## config.mk

```make
export PLATFORM = sky130hd
export DESIGN_NAME = adder_arb_rr
export DESIGN_NICKNAME = d
export VERILOG_FILES = /design/src/rtl/adder_arb_rr.sv
export SDC_FILE = /design/constraint.sdc
export NUM_CORES = 1
export LEC_CHECK = 0
export ABC_AREA = 0
export CORE_MARGIN = 2
export CORE_UTILIZATION = 42
export DETAILED_ROUTE_END_ITERATION = 10
export GPL_ROUTABILITY_DRIVEN = 0
export PLACE_DENSITY = 0.88
export SETUP_SLACK_MARGIN = 0.05
export SLEW_MARGIN = 20
export SYNTH_ARGS = -nofsm -noshare
export SYNTH_HDL_FRONTEND = slang
export SYNTH_SLANG_ARGS = --single-unit
```

## constraint.sdc

```tcl
create_clock -name clk -period 11.41 [get_ports clk]
set_clock_uncertainty 0.15 [all_clocks]
set_input_delay 1.141 -clock clk [delete_from_list [all_inputs] [get_ports clk]]
set_output_delay 1.141 -clock clk [all_outputs]
set_load 0.005 [all_outputs]
```

## src/rtl/adder_arb_rr.sv

```systemverilog
// Round-robin arbiter sharing one Han-Carlson adder between NREQ requesters.
// The granted request's WIDTH+1-bit sum lands in a single registered output slot.

module adder_hca_r2 #(
  parameter int WIDTH = 16
) (
  input  logic [WIDTH-1:0] a,
  input  logic [WIDTH-1:0] b,
  input  logic             ci,
  output logic [WIDTH:0]   sum
);

  logic [WIDTH-1:0] p_bit;
  logic [WIDTH-1:0] g_cur;
  logic [WIDTH-1:0] p_cur;
  logic [WIDTH-1:0] g_nxt;
  logic [WIDTH-1:0] p_nxt;
  logic [WIDTH-1:0] g_pre;

  assign p_bit = a ^ b;

  // Carry-in is folded into bit 0's generate, so prefix G[i] is the carry out of bit i.
  // Odd bits build full prefixes Kogge-Stone style; even bits finish in one last level.
  always_comb begin
    g_cur    = a & b;
    g_cur[0] = g_cur[0] | (p_bit[0] & ci);
    p_cur    = p_bit;
    g_nxt    = g_cur;
    p_nxt    = p_cur;
    for (int i = 1; i < WIDTH; i += 2) begin
      g_nxt[i] = g_cur[i] | (p_cur[i] & g_cur[i-1]);
      p_nxt[i] = p_cur[i] & p_cur[i-1];
    end
    g_cur = g_nxt;
    p_cur = p_nxt;
    for (int d = 2; d < WIDTH; d = d * 2) begin
      for (int i = 1; i < WIDTH; i += 2) begin
        if (i >= d) begin
          g_nxt[i] = g_cur[i] | (p_cur[i] & g_cur[i-d]);
          p_nxt[i] = p_cur[i] & p_cur[i-d];
        end
      end
      g_cur = g_nxt;
      p_cur = p_nxt;
    end
    for (int i = 2; i < WIDTH; i += 2) begin
      g_nxt[i] = g_cur[i] | (p_cur[i] & g_cur[i-1]);
    end
    g_pre = g_nxt;
  end

  assign sum = {g_pre[WIDTH-1], p_bit ^ {g_pre[WIDTH-2:0], ci}};

endmodule

module adder_arb_rr #(
  parameter int WIDTH = 16,
  parameter int NREQ  = 4,
  parameter int IDW   = $clog2(NREQ)
) (
  input  logic                  clk,
  input  logic                  resetn,
  input  logic [NREQ-1:0]       s_valid,
  output logic [NREQ-1:0]       s_ready,
  input  logic [NREQ*WIDTH-1:0] s_a,
  input  logic [NREQ*WIDTH-1:0] s_b,
  input  logic [NREQ-1:0]       s_ci,
  output logic                  m_valid,
  input  logic                  m_ready,
  output logic [WIDTH:0]        m_sum,
  output logic [IDW-1:0]        m_id
);

  logic [WIDTH-1:0] a_arr [NREQ];
  logic [WIDTH-1:0] b_arr [NREQ];

  logic [IDW-1:0]   ptr_q, ptr_d;
  logic             m_valid_q, m_valid_d;
  logic [WIDTH:0]   m_sum_q, m_sum_d;
  logic [IDW-1:0]   m_id_q, m_id_d;

  logic             grant_vld;
  logic [IDW-1:0]   grant_idx;
  int               idx;
  logic             load_en;
  logic             take;
  logic [WIDTH:0]   add_sum;

  for (genvar gi = 0; gi < NREQ; gi++) begin : g_unpack
    assign a_arr[gi] = s_a[gi*WIDTH +: WIDTH];
    assign b_arr[gi] = s_b[gi*WIDTH +: WIDTH];
  end

  // Circular scan starting at ptr; data inputs never feed this path.
  always_comb begin
    grant_vld = 1'b0;
    grant_idx = '0;
    idx       = 0;
    for (int k = 0; k < NREQ; k++) begin
      idx = int'(ptr_q) + k;
      if (idx >= NREQ) idx = idx - NREQ;
      if (!grant_vld && s_valid[idx]) begin
        grant_vld = 1'b1;
        grant_idx = IDW'(idx);
      end
    end
  end

  assign load_en = !m_valid_q || m_ready;
  assign take    = resetn && load_en && grant_vld;

  always_comb begin
    s_ready = '0;
    if (take) s_ready[grant_idx] = 1'b1;
  end

  adder_hca_r2 #(.WIDTH(WIDTH)) u_adder (
    .a   (a_arr[grant_idx]),
    .b   (b_arr[grant_idx]),
    .ci  (s_ci[grant_idx]),
    .sum (add_sum)
  );

  always_comb begin
    ptr_d     = ptr_q;
    m_valid_d = m_valid_q && !m_ready;
    m_sum_d   = m_sum_q;
    m_id_d    = m_id_q;
    if (take) begin
      m_valid_d = 1'b1;
      m_sum_d   = add_sum;
      m_id_d    = grant_idx;
      ptr_d     = (grant_idx == IDW'(NREQ - 1)) ? '0 : grant_idx + 1'b1;
    end
  end

  always_ff @(posedge clk or negedge resetn) begin
    if (!resetn) begin
      ptr_q     <= '0;
      m_valid_q <= 1'b0;
      m_sum_q   <= '0;
      m_id_q    <= '0;
    end else begin
      ptr_q     <= ptr_d;
      m_valid_q <= m_valid_d;
      m_sum_q   <= m_sum_d;
      m_id_q    <= m_id_d;
    end
  end

  assign m_valid = m_valid_q;
  assign m_sum   = m_sum_q;
  assign m_id    = m_id_q;

endmodule
```

==> results.toml <==
[setup_path]
worst-r2r-setup-slack_ps = 6580
critPathKind = "primary input to register"
critical-path-top-cell-by-count = "fa_1"
crit_family = "compound AO/OA/AOI/OAI gates"
cp.buffers_inverters = 1
worst_r2r_path_depth = 12
critical_path.startpoint_type = "primary input"
cell_at_the_slowest_stage_of_the_critical_path = "a211o_4"
delay_of_the_slowest_cell_on_the_worst_path_ps = 840
cp.required_ps = 11440
crit_chain = "clkdlybuf4s50_1, nor3b_1, a211o_4, mux2i_1, mux2i_1, fa_1, fa_1, a21oi_1, o21ai_0, a41o_1, a31oi_1, fa_1, o21ai_0"
critical_path.endpoint_type = "register"
crit_path_max_fanout = 70
reg2reg_from = "ptr_q[1]"
r2r-end = "m_sum[12]"
worstPathArrival_ps = 5770

[grt]
antenna_found_initial = 0
global_route.usage.met1_pct = 26.9
global_route_total_overflow = 0
largest_net_degree_at_the_start_of_global_routing = 71
gr-max-usage-layer = "met2"
groute.layer.met3.usage_pct = 2.82
grt_first_pass_wirelength_mm = 13.0
globalRouteMet2Util_pct = 41.3
number_of_global_route_vias_before_repair = 2802
grtUsageTotal_pct = 22.2

[logic_synthesis]
yosys-top-cells-area = "mux2i_1 36%, dfrtp_1 20%, ha_1 8.2%"
yosys.cell_count.top_type = "mux2i_1"
synth.yosys.warnings = 0
synth_edf_count = 0
post_synthesis_cell_count = 283
synth_area_per_cell_um2 = 9.76
synth_top_cells_by_count = "100 x mux2i_1, 32 x nand2_1, 22 x dfrtp_1"
seq_area_frac_synth_pct = 19.9
synth_async_sr_flop_share_pct = 100
synth-main-ff-cell = "dfrtp_1"
post_synthesis_instance_area_um2 = 2760
ys_types = 31
mappedNetlistNets = 449
synth.top_cell.area_share_pct = 36.2
ys_seq_elements = 22
synth.largest_area_cell = "mux2i_1"

[detailed_routing]
routedWlPerCell_um = 15.8
antenna_left = 0
drt-vias-per-instance = 5.20
remaining_drc_errors = 0
drt_first_pass_iters = 4
wl_mm = 8.05
via_count = 2653
drt_iter0_drc = 115

[layout]
share_of_cells_above_drive_strength_1_pct = 4.39
antenna_cells = 0
syn2layout_area_growth_pct = 61.8
final_net_count = 600
layout.filler_cells = 479

[worst_hold_path]
min_path_type = "register to register"
holdPathStages = 2
hold_start = "m_sum[10]"
worstHoldEndpoint = "m_sum[10]"

[run_status]
outcome = "complete, no violations"

[sta]
worst_slew_margin_rel_pct = 27.9
max_slew_violation_count = 0
fin_tns_setup_ps = 0
max_slew.worst_pin.slew_ps = 1080
grt_setup_unrepaired = "false"
fmax_ghz = 0.174
final_min_period_over_clock_period_pct = 50.3
finalCriticalPeriod_ps = 5740
final_setup_violations = 0
setup_slack_ps = 5670
hold_viol_final = 0

[pwr]
power.density_nw_per_um2 = 175
leakagePower_uw = 0.00206
vdd_ir_drop_max_mv = 0.255

[floorplan]
core_region_area_um2 = 6350
num_rows = 29
die_area_um2 = 7240
ioPinCount = 163
initial_utilization_pct = 43.5
die_y_um = 85.1
die_width_um = 85.1

[clock_tree]
clk_path_buf_depth = 2
cts_num_sinks = 22
post-cts-setup-buffers = 0
clk-insertion-delay-late_ps = 260
path_clk_slew_ps = 80
cts_made_buffers = 3
buffer_cell_driving_the_clock_tree_root = "clkbuf_8"
tritoncts = "built"
cts-resized-gates = 0
cts.hold.buffers_added = 0
clock_tree.htree_level_count = 1

[job]
max_cap_violations = 0

[place]
dpl_worst_slack_ps = 5370
portBuffers = 162
dp_hpwl_mm = 6.79
==> cell type report <==
class / instances / area [um2] / share of cell area, %
Multi-Input combinational cell: 236 / 2090 / 46.7
Sequential cell: 22 / 551 / 12.3
Clock inverter: 1 / 30.0 / 0.672
Inverter: 7 / 26.3 / 0.588
Tap cell: 77 / 96.3 / 2.16
Clock buffer: 3 / 41.3 / 0.924
Timing Repair Buffer: 164 / 1640 / 36.6
==> placed cells by master, fill, tap and decap left out <==
cell type / count
nand3b_1: 1
a2bb2oi_4: 1
o31a_1: 1
o211ai_1: 1
nand2b_2: 1
inv_1: 7
nor2b_1: 2
nor4b_1: 1
a211o_4: 1
nor2_1: 3
buf_4: 2
o21ai_0: 17
clkbuf_8: 3
a31oi_1: 2
ha_1: 18
mux2i_1: 100
nand2_1: 32
xor2_1: 5
o41ai_1: 1
nand2b_1: 2
a41o_1: 1
mux2_2: 10
a21oi_1: 11
nand3_1: 3
and2_1: 4
bufinv_16: 1
dfrtp_1: 22
nor3b_1: 2
xnor2_1: 2
clkdlybuf4s50_1: 162
a21o_1: 5
fa_1: 9
==> sequential cells by signal, indices dropped and copies added, names as in the netlist <==
| name | count |
|---|---|
| m_valid | 1 |
| m_id | 2 |
| ptr_q | 2 |
| m_sum | 17 |
==> stage by stage <==
stage	area, um2	total power [uW]	util [%]	hold slack (ps)	std cells
floorplan	2760	510	-	320	283
global placement	4390	688	69.2	309	506
detailed placement	4390	711	69.2	319	506
CTS	4460	785	70.3	338	510
global route	4470	855	70.3	362	510
finish	4470	783	70.3	335	510
==> metal layers <==
layer	share of wire, %	wire length [um]
met1	41	3320
met2	52	4200
met3	5.4	432
met4	1.2	99
met5	0	0
==> power by group <==
group          total [uW]  switching, uW  internal [uW]
Clock                72.8           25.9           46.8
Sequential            135           22.3            113
Combinational         575            272            302
==> kinds of logic (layout without fill, tap and decap cells) <==
family / Yosys count / after routing / share of synthesized area (%)
AOI/OAI and AO/OA: 41 / 41 / 8.79
muxes: 110 / 110 / 40.3
buffers and inverters: 25 / 175 / 5.57
and+or+nand+nor: 51 / 51 / 8.47
xor gates and xnor gates: 7 / 7 / 2.22
adders and majority gates: 27 / 27 / 14.7
DFF: 22 / 22 / 19.9
==> how the worst max path moves through the flow <==
stage | slack (ps) | cells past startpoint | from | to
final | 5670 | 13 | s_valid[0] | m_sum[12]
after global routing | 5360 | 13 | s_valid[0] | m_sum[12]
after CTS | 5650 | 13 | s_valid[0] | m_sum[12]
after detailed placement | 5370 | 13 | s_valid[0] | m_sum[12]
after global placement | 5650 | 13 | s_valid[0] | m_sum[12]
after floorplan | 6810 | 15 | s_valid[0] | m_sum[12]
==> tightest hold or removal path, stage by stage (launching register included) <==
cell and delay, ps:
dfrtp_1 350, nand2_1 50, nand2_1 50
(Power assumes the default switching activity.)
